<file path="src/rtl/adc_capture_ctrl.sv">
// Capture sequencer for the dual-channel Zmod ADC: arms on start, triggers on ch1,
// and streams optionally decimated {ch2,ch1} pairs into a simple-dual-port buffer.
module adc_capture_ctrl #(
    parameter int unsigned ZMOD_DATA_SIZE = 14,
    parameter int unsigned ADDR_WIDTH     = 12,
    parameter int unsigned DECIM_WIDTH    = 16
) (
    input  logic                          i_sys_clock,
    input  logic                          i_reset,
    input  logic                          i_init_done,
    input  logic                          i_data_valid,
    input  logic [ZMOD_DATA_SIZE-1:0]     i_ch1_data,
    input  logic [ZMOD_DATA_SIZE-1:0]     i_ch2_data,
    input  logic                          i_start,
    input  logic                          i_abort,
    input  logic [1:0]                    i_trig_mode,
    input  logic [ZMOD_DATA_SIZE-1:0]     i_trig_level,
    input  logic [ADDR_WIDTH-1:0]         i_num_samples,
    input  logic [DECIM_WIDTH-1:0]        i_decim,
    output logic                          o_wr_en,
    output logic [ADDR_WIDTH-1:0]         o_wr_addr,
    output logic [2*ZMOD_DATA_SIZE-1:0]   o_wr_data,
    output logic                          o_armed,
    output logic                          o_busy,
    output logic                          o_done,
    output logic                          o_error
);

    typedef enum logic [1:0] {
        IDLE    = 2'd0,
        ARMED   = 2'd1,
        CAPTURE = 2'd2,
        DONE    = 2'd3
    } state_t;

    state_t                        state_q, state_d;
    logic [1:0]                    mode_q, mode_d;
    logic [ZMOD_DATA_SIZE-1:0]     level_q, level_d;
    logic [ADDR_WIDTH-1:0]         nsamp_q, nsamp_d;
    logic [DECIM_WIDTH-1:0]        decim_q, decim_d;
    logic [DECIM_WIDTH-1:0]        decim_cnt_q, decim_cnt_d;
    logic [ADDR_WIDTH-1:0]         idx_q, idx_d;
    logic [ZMOD_DATA_SIZE-1:0]     prev_q, prev_d;
    logic                          prev_vld_q, prev_vld_d;
    logic                          wr_en_q, wr_en_d;
    logic [ADDR_WIDTH-1:0]         wr_addr_q, wr_addr_d;
    logic [2*ZMOD_DATA_SIZE-1:0]   wr_data_q, wr_data_d;
    logic                          armed_q, armed_d;
    logic                          busy_q, busy_d;
    logic                          done_q, done_d;
    logic                          error_q, error_d;

    logic                          rise_hit, fall_hit, trig_hit;
    logic                          arm_req;

    // Edge detection needs one valid sample seen since arming before it may fire.
    always_comb begin
        rise_hit = prev_vld_q
                && ($signed(prev_q) < $signed(level_q))
                && ($signed(i_ch1_data) >= $signed(level_q));
        fall_hit = prev_vld_q
                && ($signed(prev_q) > $signed(level_q))
                && ($signed(i_ch1_data) <= $signed(level_q));
        case (mode_q)
            2'd1:    trig_hit = rise_hit;
            2'd2:    trig_hit = fall_hit;
            default: trig_hit = 1'b1;
        endcase
        arm_req = i_start && i_init_done;
    end

    always_comb begin
        state_d     = state_q;
        mode_d      = mode_q;
        level_d     = level_q;
        nsamp_d     = nsamp_q;
        decim_d     = decim_q;
        decim_cnt_d = decim_cnt_q;
        idx_d       = idx_q;
        prev_d      = prev_q;
        prev_vld_d  = prev_vld_q;
        wr_en_d     = 1'b0;
        wr_addr_d   = wr_addr_q;
        wr_data_d   = wr_data_q;
        done_d      = done_q;
        error_d     = error_q;

        case (state_q)
            IDLE: begin
                if (arm_req) begin
                    state_d    = ARMED;
                    mode_d     = i_trig_mode;
                    level_d    = i_trig_level;
                    nsamp_d    = i_num_samples;
                    decim_d    = i_decim;
                    prev_vld_d = 1'b0;
                    done_d     = 1'b0;
                    error_d    = 1'b0;
                end
            end

            ARMED: begin
                if (i_abort) begin
                    state_d = IDLE;
                    done_d  = 1'b0;
                    error_d = 1'b0;
                end else if (!i_init_done) begin
                    state_d = DONE;
                    done_d  = 1'b1;
                    error_d = 1'b1;
                end else if (i_data_valid) begin
                    prev_d     = i_ch1_data;
                    prev_vld_d = 1'b1;
                    if (trig_hit) begin
                        wr_en_d     = 1'b1;
                        wr_addr_d   = '0;
                        wr_data_d   = {i_ch2_data, i_ch1_data};
                        idx_d       = ADDR_WIDTH'(1);
                        decim_cnt_d = decim_q;
                        state_d     = (nsamp_q == '0) ? DONE : CAPTURE;
                    end
                end
            end

            CAPTURE: begin
                if (i_abort) begin
                    state_d = IDLE;
                    done_d  = 1'b0;
                    error_d = 1'b0;
                end else if (!i_init_done) begin
                    state_d = DONE;
                    done_d  = 1'b1;
                    error_d = 1'b1;
                end else if (i_data_valid) begin
                    if (decim_cnt_q == '0) begin
                        wr_en_d     = 1'b1;
                        wr_addr_d   = idx_q;
                        wr_data_d   = {i_ch2_data, i_ch1_data};
                        decim_cnt_d = decim_q;
                        idx_d       = idx_q + ADDR_WIDTH'(1);
                        if (idx_q == nsamp_q) begin
                            state_d = DONE;
                        end
                    end else begin
                        decim_cnt_d = decim_cnt_q - DECIM_WIDTH'(1);
                    end
                end
            end

            DONE: begin
                // done rises here, one cycle after the final write strobe
                if (i_abort) begin
                    state_d = IDLE;
                    done_d  = 1'b0;
                    error_d = 1'b0;
                end else if (arm_req) begin
                    state_d    = ARMED;
                    mode_d     = i_trig_mode;
                    level_d    = i_trig_level;
                    nsamp_d    = i_num_samples;
                    decim_d    = i_decim;
                    prev_vld_d = 1'b0;
                    done_d     = 1'b0;
                    error_d    = 1'b0;
                end else begin
                    done_d = 1'b1;
                end
            end

            default: begin
                state_d = IDLE;
            end
        endcase

        armed_d = (state_d == ARMED);
        busy_d  = (state_d == ARMED) || (state_d == CAPTURE);
    end

    always_ff @(posedge i_sys_clock) begin
        if (i_reset) begin
            state_q     <= IDLE;
            mode_q      <= '0;
            level_q     <= '0;
            nsamp_q     <= '0;
            decim_q     <= '0;
            decim_cnt_q <= '0;
            idx_q       <= '0;
            prev_q      <= '0;
            prev_vld_q  <= 1'b0;
            wr_en_q     <= 1'b0;
            wr_addr_q   <= '0;
            wr_data_q   <= '0;
            armed_q     <= 1'b0;
            busy_q      <= 1'b0;
            done_q      <= 1'b0;
            error_q     <= 1'b0;
        end else begin
            state_q     <= state_d;
            mode_q      <= mode_d;
            level_q     <= level_d;
            nsamp_q     <= nsamp_d;
            decim_q     <= decim_d;
            decim_cnt_q <= decim_cnt_d;
            idx_q       <= idx_d;
            prev_q      <= prev_d;
            prev_vld_q  <= prev_vld_d;
            wr_en_q     <= wr_en_d;
            wr_addr_q   <= wr_addr_d;
            wr_data_q   <= wr_data_d;
            armed_q     <= armed_d;
            busy_q      <= busy_d;
            done_q      <= done_d;
            error_q     <= error_d;
        end
    end

    assign o_wr_en   = wr_en_q;
    assign o_wr_addr = wr_addr_q;
    assign o_wr_data = wr_data_q;
    assign o_armed   = armed_q;
    assign o_busy    = busy_q;
    assign o_done    = done_q;
    assign o_error   = error_q;

endmodule

</file>
<file path="config.mk">
export PLATFORM = sky130hd
export DESIGN_NAME = adc_capture_ctrl
export DESIGN_NICKNAME = d
export VERILOG_FILES = /design/src/rtl/adc_capture_ctrl.sv
export SDC_FILE = /design/constraint.sdc
export NUM_CORES = 1
export LEC_CHECK = 0
export CORE_ASPECT_RATIO = 0.7
export CORE_UTILIZATION = 40
export DETAILED_ROUTE_END_ITERATION = 10
export PLACE_DENSITY_LB_ADDON = 0.25
export SYNTH_ARGS = -nofsm -noshare
export SYNTH_HDL_FRONTEND = slang
export SYNTH_SLANG_ARGS = --single-unit
</file>
<file path="constraint.sdc">
create_clock -name i_sys_clock -period 4.15 [get_ports i_sys_clock]
set_input_delay 0.415 -clock i_sys_clock [delete_from_list [all_inputs] [get_ports i_sys_clock]]
set_output_delay 0.415 -clock i_sys_clock [all_outputs]
set_load 0.03 [all_outputs]
</file>
==> metrics.yaml <==
outcome: "finished, final reports clean"
die_w_um: 156
path_clk_slew_ns: 0.06
synth_top_cell_area_share_pct: 40.4
fin_skew_ns: 0.0120
ant_nets: 0
slew_viol_final: 0
combinationalPowerShare_pct: 15.3
synthFlopType: "dfxtp_1"
grt_pass1_wl_um: 31500
grt_pass1_vias: 5997
slowest_stage: "o311a_4"
drive_gt1_share_pct: 6.26
setup_viol: 0
grtUsageTotal_pct: 23.6
worst-slew-pin-transition_ns: 0.754
dieArea_um2: 17100
critPathArrivalTime_ns: 3.86
rows: 38
cts_buffers: 17
p_sw_share_pct: 28.2
cts_setup_buffers: 0
drc_errors: 0
crit_type: "flip-flop to flip-flop"
area_growth_pct: 30.0
start_util_pct: 41.9
dp_hpwl_um: 13300
fin_crit_ns: 3.52
p_seq_share_pct: 40.8
die_h_um: 110
cp-start-kind: "flip-flop"
insertion_delay_ns: 0.42
vdd_drop_max_mv: 0.155
synth_nets: 967
fin_crit_sh_pct: 84.7
overflow: 0
gp_congestion: 0.892
holdBufCountCts: 0
dr.pass1.iters: 5
io_pins: 123
rsz0062_at_grt: "false"
synthTopCellsByArea: "dfxtp_1, a21oi_1, nand2_1, ha_1, o21ai_0"
core_region_area_um2: 15800
via_per_inst: 5.48
async_reset_ff_share_pct: 0
pre_cts_ws_ns: 0.512
syn_avg_cell_area_um2: 7.79
end_kind: "flip-flop"
required_ns: 4.49
dr_total_vias: 6459
cts_sinks: 134
p_int_uw: 2390
netlist_area_um2: 6630
cp_cell_sequence: "inv_1 > ha_1 > a21o_1 > a2111oi_2 > o22ai_1 > o2111a_1 > a31oi_1 > o311a_4 > buf_4 > o21ai_0 > a21oi_1"
yosys_warnings: 0
cts_tree: "done"
htree_levels: 4
yosysSeqAreaShare_pct: 40.4
final_common_cell: "nand2_1"
netlist_instances: 851
grt_max_degree: 69
synthDistinctLibCells: 55
r2r_start: "level_q[11]"
min_from: "decim_q[8]"
wl_per_cell_um: 16.5
antenna_found_initial: 0
critical_path.max_stage_delay_ns: 0.57
hold_slack_ns: 0.456
relSlewSlack_pct: 49.8
p_clk_share_pct: 43.9
first_iter_violations: 576
port_buffers: 122
cp-startpoint: "level_q[11]"
path_max_fanout: 44
ys_seq_elements: 134
p_switching_uw: 941
synth.largest_area_cell: "dfxtp_1"
cts-root-buf: "clkbuf_16"
synth_edf_count: 0
cts_buffer_depth: 2
wl_um: 19500
worst_slack_ns: 0.634
mostFrequentLayoutCells: "nand2_1, a21oi_1, dfxtp_1"
fmaxAchievable_mhz: 284
cap_violations: 0
leakagePower_uw: 0.00309
tns_ns: 0
ctsResizeCount: 0
min_path_type: "flip-flop to flip-flop"
p_per_area_nw_per_um2: 387
hold_viol_final: 0
finalNetCount: 1061
antenna_cells: 0
-- critical path, delay by kind of cell (launching register included) --
kind | cells | cell delay (ns)
buffers and inverters | 2 | 0.38
adders and majority gates | 1 | 0.31
AOI/OAI and AO/OA | 8 | 2.38
DFF | 1 | 0.33
-- power groups by stage --
stage / logic, uW / registers, uW / clock network, uW
2_1_floorplan: 280 / 1400 / 0
3_3_place_gp: 500 / 1390 / 0
3_5_place_dp: 504 / 1390 / 0
4_1_cts: 507 / 1360 / 1490
5_1_grt: 564 / 1360 / 1540
6_report: 509 / 1360 / 1460
-- cell families after synthesis --
kind of cell,Yosys count,synth area share (%)
buffers and inverters,90,5.23
xor gates and xnor gates,12,1.58
and+or+nand+nor,309,22.2
AOI/OAI and AO/OA,268,23.4
adders and majority gates,38,7.17
DFF,134,40.4
-- metal layers --
| layer | vias up | global-route usage (%) | share of wire [%] |
|---|---|---|---|
| met5 | - | 0 | 0 |
| met4 | 0 | 7.84 | 1.3 |
| met3 | 23 | 4.53 | 8.0 |
| met2 | 228 | 32.5 | 40 |
| met1 | 2983 | 36.0 | 51 |
| li1 | 3225 | - | - |
-- layout make-up --
type / count / area [um^2]
Multi-Input combinational cell: 627 / 3640
Clock buffer: 19 / 443
Tap cell: 220 / 275
Fill cell: 1526 / 7210
Inverter: 29 / 109
Sequential cell: 134 / 2680
Timing Repair Buffer: 136 / 1350
Clock inverter: 13 / 121
-- cells in the mapped netlist, types with 2 or more instances --
| library cell | n |
|---|---|
| a211oi_1 | 7 |
| or4_1 | 9 |
| o21a_1 | 3 |
| nor2b_1 | 7 |
| nor2_1 | 28 |
| or3b_4 | 2 |
| a221oi_1 | 3 |
| a31oi_1 | 4 |
| buf_1 | 4 |
| a21oi_1 | 140 |
| nor3_1 | 15 |
| a21boi_0 | 2 |
| o311ai_1 | 3 |
| or3_1 | 5 |
| o21ai_0 | 60 |
| o31ai_1 | 17 |
| a21o_1 | 2 |
| nand2b_1 | 4 |
| and3_1 | 4 |
| nand2_1 | 148 |
| dfxtp_1 | 134 |
| buf_2 | 7 |
| xor2_1 | 12 |
| nand4_1 | 9 |
| nor3b_1 | 2 |
| nand3_1 | 56 |
| nand2_4 | 2 |
| clkbuf_1 | 50 |
| nor4_1 | 7 |
| o211ai_1 | 8 |
| and4_1 | 4 |
| o21ai_1 | 2 |
| a22oi_1 | 2 |
| ha_1 | 38 |
| a32o_1 | 2 |
| o31a_1 | 2 |
| inv_1 | 29 |
-- metrics by stage --
stage / instances / util [%] / power [uW] / area (um^2)
after floorplan: 851 / - / 1680 / 6630
after global placement: 1146 / 50.9 / 1890 / 8060
after detailed placement: 1146 / 50.9 / 1890 / 8060
after CTS: 1178 / 54.4 / 3350 / 8620
after global routing: 1178 / 54.4 / 3470 / 8620
final: 1178 / 54.4 / 3330 / 8620
-- path summary, 6_finish.rpt --
kind | endpoint | slack [ns] | cells after the start
max | o_wr_data[17] | 0.63 | 11
min | decim_q[8] | 0.46 | 2
max reg2reg | o_wr_data[17] | 0.63 | 11
min reg2reg | decim_q[8] | 0.46 | 2
-- state kept, by name, indices dropped and copies added, names as in the netlist --
signal and count:
o_wr_data 28, nsamp_q 12, state_q 2, idx_q 12, decim_q 16, o_wr_en 1
o_armed 1, level_q 14, o_error 1, o_done 1, mode_q 2, o_wr_addr 12
prev_q 14, o_busy 1, prev_vld_q 1, decim_cnt_q 16
Power figures use the tool's default switching activity.
